`config.mk`:
```
export PLATFORM = sky130hd
export DESIGN_NAME = regfile_wport_sched
export DESIGN_NICKNAME = d
export VERILOG_FILES = /design/src/rtl/regfile_wport_sched.sv
export SDC_FILE = /design/constraint.sdc
export NUM_CORES = 1
export LEC_CHECK = 0
export BUFFER_PORTS_ARGS = -buffer_cell sky130_fd_sc_hd__buf_4
export CAP_MARGIN = 15
export CORE_MARGIN = 3
export CORE_UTILIZATION = 52
export DETAILED_ROUTE_END_ITERATION = 6
export PLACE_DENSITY = 0.85
export SYNTH_ARGS = -nofsm -noshare
export SYNTH_HDL_FRONTEND = slang
export SYNTH_SLANG_ARGS = --single-unit
export TNS_END_PERCENT = 100
```
`constraint.sdc`:
```
create_clock -name clk -period 3.6 [get_ports clk]
set_input_delay 0.18 -clock clk [delete_from_list [all_inputs] [get_ports clk]]
set_output_delay 0.18 -clock clk [all_outputs]
set_load 0.03 [all_outputs]
```
`src/rtl/regfile_wport_sched.sv`:
```
// Write-port scheduler sharing the register-file write port between WB (A) and the MDU FIFO (B).
// Optional starvation aging of the FIFO head is enabled by defining REGSCHED_AGE_EN.
module regfile_wport_sched #(
    parameter int unsigned DEPTH        = 2,
    parameter int unsigned STARVE_LIMIT = 4
) (
    input  logic                     clk,
    input  logic                     rst_n,
    input  logic                     a_valid,
    output logic                     a_ready,
    input  logic [4:0]               a_reg,
    input  logic [31:0]              a_data,
    input  logic                     b_valid,
    output logic                     b_ready,
    input  logic [4:0]               b_reg,
    input  logic [31:0]              b_data,
    output logic                     we,
    output logic [4:0]               writeReg,
    output logic [31:0]              Din,
    output logic [31:0]              b_pend,
    output logic [$clog2(DEPTH):0]   fifo_cnt
);

    localparam int unsigned PW = $clog2(DEPTH);
    localparam int unsigned CW = PW + 1;
    localparam logic [CW-1:0] Full = CW'(DEPTH);

    logic [CW-1:0] cnt_q, cnt_d;
    logic [PW-1:0] rd_ptr_q, rd_ptr_d, wr_ptr_q, wr_ptr_d;
    logic [4:0]    reg_q  [DEPTH];
    logic [31:0]   data_q [DEPTH];

    logic full, nonempty, aged, grant_a, grant_b, push, pop;

`ifdef REGSCHED_AGE_EN
    logic [3:0] age_q, age_d;

    assign aged = (age_q >= 4'(STARVE_LIMIT));

    always_comb begin
        age_d = age_q;
        if (pop) begin
            age_d = '0;
        end else if (nonempty && !grant_b && age_q != 4'hf) begin
            age_d = age_q + 4'd1;
        end
    end

    always_ff @(posedge clk) begin
        if (!rst_n) begin
            age_q <= '0;
        end else begin
            age_q <= age_d;
        end
    end
`else
    logic unused_starve_limit;
    assign unused_starve_limit = ^STARVE_LIMIT;
    assign aged = 1'b0;
`endif

    // Grants are gated by rst_n so every handshake and write stays quiet during reset.
    always_comb begin
        full     = (cnt_q == Full);
        nonempty = (cnt_q != '0);
        grant_b  = rst_n && nonempty && (!a_valid || full || aged);
        grant_a  = rst_n && a_valid && !grant_b;
        a_ready  = grant_a;
        b_ready  = rst_n && (!full || grant_b);
        push     = b_valid && b_ready;
        pop      = grant_b;

        writeReg = '0;
        Din      = '0;
        if (grant_a) begin
            writeReg = a_reg;
            Din      = a_data;
        end else if (grant_b) begin
            writeReg = reg_q[rd_ptr_q];
            Din      = data_q[rd_ptr_q];
        end
        we = (grant_a || grant_b) && (writeReg != 5'd0);
    end

    always_comb begin
        cnt_d    = cnt_q;
        rd_ptr_d = rd_ptr_q;
        wr_ptr_d = wr_ptr_q;
        if (push && !pop) begin
            cnt_d = cnt_q + CW'(1);
        end else if (pop && !push) begin
            cnt_d = cnt_q - CW'(1);
        end
        if (push) begin
            wr_ptr_d = wr_ptr_q + PW'(1);
        end
        if (pop) begin
            rd_ptr_d = rd_ptr_q + PW'(1);
        end
    end

    // An entry is live when its distance from the read pointer is below the occupancy.
    always_comb begin
        b_pend = '0;
        for (int unsigned i = 0; i < DEPTH; i++) begin
            if ({1'b0, PW'(i) - rd_ptr_q} < cnt_q) begin
                b_pend = b_pend | (32'd1 << reg_q[i]);
            end
        end
        b_pend[0] = 1'b0;
    end

    assign fifo_cnt = cnt_q;

    always_ff @(posedge clk) begin
        if (!rst_n) begin
            cnt_q    <= '0;
            rd_ptr_q <= '0;
            wr_ptr_q <= '0;
        end else begin
            cnt_q    <= cnt_d;
            rd_ptr_q <= rd_ptr_d;
            wr_ptr_q <= wr_ptr_d;
        end
    end

    always_ff @(posedge clk) begin
        if (push) begin
            reg_q[wr_ptr_q]  <= b_reg;
            data_q[wr_ptr_q] <= b_data;
        end
    end

endmodule

```
Word level (Yosys, flattened, before mapping):

Memory sizes are Yosys's and may differ from the RTL's. A register that Yosys moved wholly into a read port is not among the register bits.
Index checks and enable logic that the tools add are counted.

* $add $sub $neg: 6
* $lt $le $gt $ge: 2
* equal/unequal tests: 1
* shift operators: 2
* mux-type cells: 14
* bitwise logic cells: 1
* reduce and logical (&&, ||, !) cells: 19

Operators by type and width (count)
* $mux 32: 4
* $shl 1x5->32 const A: 2
* $or 32x32->32: 1
* $mux 5: 2
* $logic_and 1x1->1: 9
* $mux 1: 6
* $reduce_bool 5->1: 1
* $logic_not 1->1: 4
* $lt 1x2->1: 2
* $mux 2: 2
* $reduce_bool 2->1: 2
* $logic_or 1x1->1: 3
* $add 1x1->1 const B: 2
* $add 2x1->2 const B: 1
* $eq 2x2->1 const B: 1
* $sub 1x1->1 const A: 2
* $sub 2x1->2 const B: 1

* bits in registers: 4
* RAM bits: 74
* input port bits: 78
* output and inout bits: 74
* logic and storage cells: 50
* memories: 2

Memories
* data_q: depth 2, width 32, read ports 1, clocked after memory_dff 1, wr ports 1, line 31 `logic [31:0] data_q [DEPTH];`
* reg_q: depth 2, width 5, read ports 3, clocked after memory_dff 1, wr ports 1, line 30 `logic [4:0] reg_q [DEPTH];`

Depth between registers and ports, before layout:

* word-level depth: 10
* depth in mapped cells: 8
* mapped depth without buffers: 6

Worst setup path before layout:

Ideal clock, no wire load.

* kind: input to register
* start point: input b_valid
* end point: memory data_q[0][0], enable pin
* setup time: 436 ps
* data arrival time: 1997 ps
* required time: 3164 ps
* path slack: 1167 ps
* stages on the path: 2
* buffers on the path: 0
* path through: and2_1 nor2b_1

* word-level cells in the longest chain between the ends: 3

RTL lines
* from (decl): line 13 `input logic b_valid,`
* $logic_and 1x1->1: line 70 `push = b_valid && b_ready;`
* $mux 1: line 128 `if (push) begin`
* $mux 1 (not written as such): line 130 `data_q[wr_ptr_q] <= b_data;`
* to (decl): line 31

Every way passes these cells.

Worst setup path after layout:

* start point: register cnt_q[1] (netlist: fifo_cnt[1])
* end point: output we

* word-level cells in the longest chain between the ends: 8
* elaborated cells on any way between the ends: 12
* classes of those cells: 1 x eq/ne; 2 x mux; 9 x reduce/logical

RTL lines
* from (decl): line 28 `logic [CW-1:0] cnt_q, cnt_d;`
* from (signal assigned): line 121 `cnt_q <= cnt_d;`
* $eq 2x2->1 or $reduce_bool 2->1 (tied branches): line 64, 65
* $logic_or 1x1->1 or $logic_and 1x1->1 (tied branches): line 66 `grant_b = rst_n && nonempty && (!a_valid || full || aged);`
* $logic_and 1x1->1 *: line 66
* $logic_not 1->1: line 67 `grant_a = rst_n && a_valid && !grant_b;`
* $logic_and 1x1->1: line 67
* $mux 5: line 75 `if (grant_a) begin`
* $reduce_bool 5->1: line 82 `we = (grant_a || grant_b) && (writeReg != 5'd0);`
* $logic_and 1x1->1 *: line 82
* to (decl): line 17 `output logic we,`

Mark *: on every way between the ends. The rest lies on a longest branch, timed or not.

==> impl_metrics.yaml <==
sta:
  period_share_pct: 67.82
  slew_violations: 0
  finalSetupViolCount: 0
  hold_viol_final: 0
  slew_headroom_pct: 22.76
  fin_tns_setup_ps: 0
  fin_skew_ps: 8.340
  fin_crit_ps: 2442
  worstMarginPinSlew_ps: 1153
  grt_setup_unrepaired: "no"
  max_clock_freq_mhz: 409.6
yosys:
  post-synth-top-area-fraction_pct: 59.08
  ys.flop_type: "edfxtp_1"
  yosys_warnings: 0
  syn_inst: 267
  postSynthAreaPerCell_um2: 14.09
  synthMuxAreaShare_pct: 10.38
  synth_top_area_cell: "edfxtp_1"
  synth_area_leaders: "edfxtp_1 (59%), mux2i_1 (10%), o2bb2ai_1 (8.6%)"
  synth-edff-count: 74
  synth_seq_cells: 79
  synthAdderAreaFrac_pct: 0.3327
  synthXorXnorAreaFrac_pct: 0.6986
  yosysSeqAreaShare_pct: 61.74
  synth_compound_area_share_pct: 15.93
  async_flop_share_pct: 0
  syn-num-nets: 346
  netlist_area_um2: 3761
  synth_most_common_cell: "edfxtp_1"
  ys_types: 36
  yosys.area_share.simple_pct: 6.653
  synth_top_family_by_area: "compound AO/OA/AOI/OAI gates"
  synthTopCellsByCount: "edfxtp_1 (74), mux2i_1 (39), o2bb2ai_1 (37)"
cells_and_area:
  diodes: 0
  layout.cells.non_filler: 510
  drive_gt1_share_pct: 42.75
  final_core_util_pct: 74.40
  design_area_um2: 5139
  area_growth_pct: 36.63
  final_nets: 488
run_status:
  status: "finished, final reports clean"
worst_hold_path:
  hp-class: "input port to register"
  hold-path-endpoint: "data_q[0][30]"
  hold_path.startpoint: "b_data[30]"
  hold_depth: 1
worst_setup_path:
  rr_worst_depth: 4
  crit_type: "register to output pin"
  cp.required_ps: 3420
  r2r-end: "fifo_cnt[1]"
  cp-start-kind: "register"
  worstPathArrival_ps: 2260
  r2r-start: "fifo_cnt[1]"
  end_kind: "output pin"
  reg2reg_slack_ps: 1200
  critical_path.max_fanout: 41
floorplanning:
  die_h_um: 91.05
  core_area_um2: 6907
  io_pins: 152
  die-area_um2: 8289
  initial_core_util_pct: 54.46
  rows: 30
  dieWidth_um: 91.05
run:
  maxCapViolations: 0
place:
  gp_congestion: 0.8393
  placed_area_um2: 4888
  port_buffers: 150
  hpwl_mm: 6.325
  placed_cells: 491
drt:
  drc: 0
  ant_nets: 0
  routedWlPerCell_um: 17.38
  via_per_inst: 5.525
  drtIter0Drc: 165
  wl_mm: 8.865
  vias: 2818
  drt-pass1-iter-count: 4
clock_tree:
  cts_made_buffers: 9
  cts_tree: "built"
  numClockSinks: 79
  htreeDepth: 3
  clockBufferDepth: 2
  clk_pin_slew_ps: 90
  clock_latency_ps: 330
  cts-root-buf: "clkbuf_8"
global_routing:
  grt_max_degree: 42
  overflow: 0
  grt_usage_pct: 20.44
  grt_pass1_wl_mm: 13.46
  grt_pass1_vias: 2712
  antenna_found_initial: 0
power:
  leakage_nw: 1.965
  peakVddDrop_mv: 0.3741
  total_power_mw: 2.936
  power_density_nw_per_um2: 571.3
-- kinds of logic after synthesis --
| logic type | after synthesis |
|---|---|
| other | 1 |
| and+or+nand+nor | 41 |
| DFF | 79 |
| muxes | 39 |
| xor gates and xnor gates | 3 |
| adders and majority gates | 1 |
| AOI/OAI and AO/OA | 77 |
| buffers and inverters | 26 |
-- cell type report --
cell class | count | area (um2)
inverters | 3 | 11.26
clock inverters | 7 | 96.34
multi-input cells | 162 | 1300
fillers | 498 | 1768
well taps | 96 | 120.1
clock buffers | 9 | 123.9
repair buffers | 154 | 1164
flip-flops and latches | 79 | 2323
-- critical path, stage by stage (launching register included) --
cell,delay (ps)
dfxtp_1,450
o211ai_4,970
o32ai_1,270
buf_4,230
-- timing repair --
| item | 4_1_cts | 5_1_grt |
|---|---|---|
| gates resized for setup | 0 | 0 |
| hold endpoints to repair | 0 | 6 |
| hold buffers | 0 | 3 |
| setup endpoints to repair | 0 | 0 |
| buffers inserted | 0 | 0 |
-- through the flow --
stage	hold slack [ps]	setup slack (ps)
after global routing	-3.014	1020
after global placement	365.0	1353
final	19.46	1158
after CTS	6.612	1150
after detailed placement	367.6	1209
after floorplan	278.9	1167
-- flip-flops by register name (all words and copies together), names as in the netlist, named ones only --
signal,count
data_q,64
reg_q,10
fifo_cnt,2
wr_ptr_q,1
rd_ptr_q,1
-- cells in the final DEF (no fill, tap or decap), types with 2 or more instances in the layout --
cell type	instances
o211ai_2	2
inv_1	2
or3b_1	3
nand3_1	4
or3_1	2
dfxtp_1	4
mux2i_1	39
o21ai_2	2
xor2_1	2
bufinv_16	2
o2bb2ai_1	37
nor2_1	8
buf_4	151
nand2_1	6
o22ai_1	31
edfxtp_1	74
dlygate4sd3_1	3
clkinvlp_4	2
clkbuf_8	9
nand3b_1	8
-- how the worst max path moves through the flow --
stage                            from      endpoint  slack, ps  cells after the start
after floorplan               b_valid  data_q[0][0]       1170                      2
after detailed placement  fifo_cnt[1]   fifo_cnt[1]       1210                      4
after global placement    fifo_cnt[1]   fifo_cnt[1]       1350                      4
after CTS                 fifo_cnt[1]            we       1150                      3
final                     fifo_cnt[1]            we       1160                      3
after global routing      fifo_cnt[1]            we       1020                      3
-- metal layers --
layer / part of all wire (%) / global-route usage (%) / up-vias
met2: 54 / 36.91 / 125
met5: 0 / 0 / -
li1: - / - / 1356
met1: 39 / 24.06 / 1329
met4: 1.0 / 6.156 / 0
met3: 6.5 / 4.805 / 8
-- where the power goes --
group | leakage [nW] | switching [mW] | internal (mW)
clock | 0.103 | 0.319 | 0.392
combinational | 1.14 | 0.623 | 0.435
sequential | 0.721 | 0.104 | 1.06
Note: power is estimated with default switching activity, not from simulation.
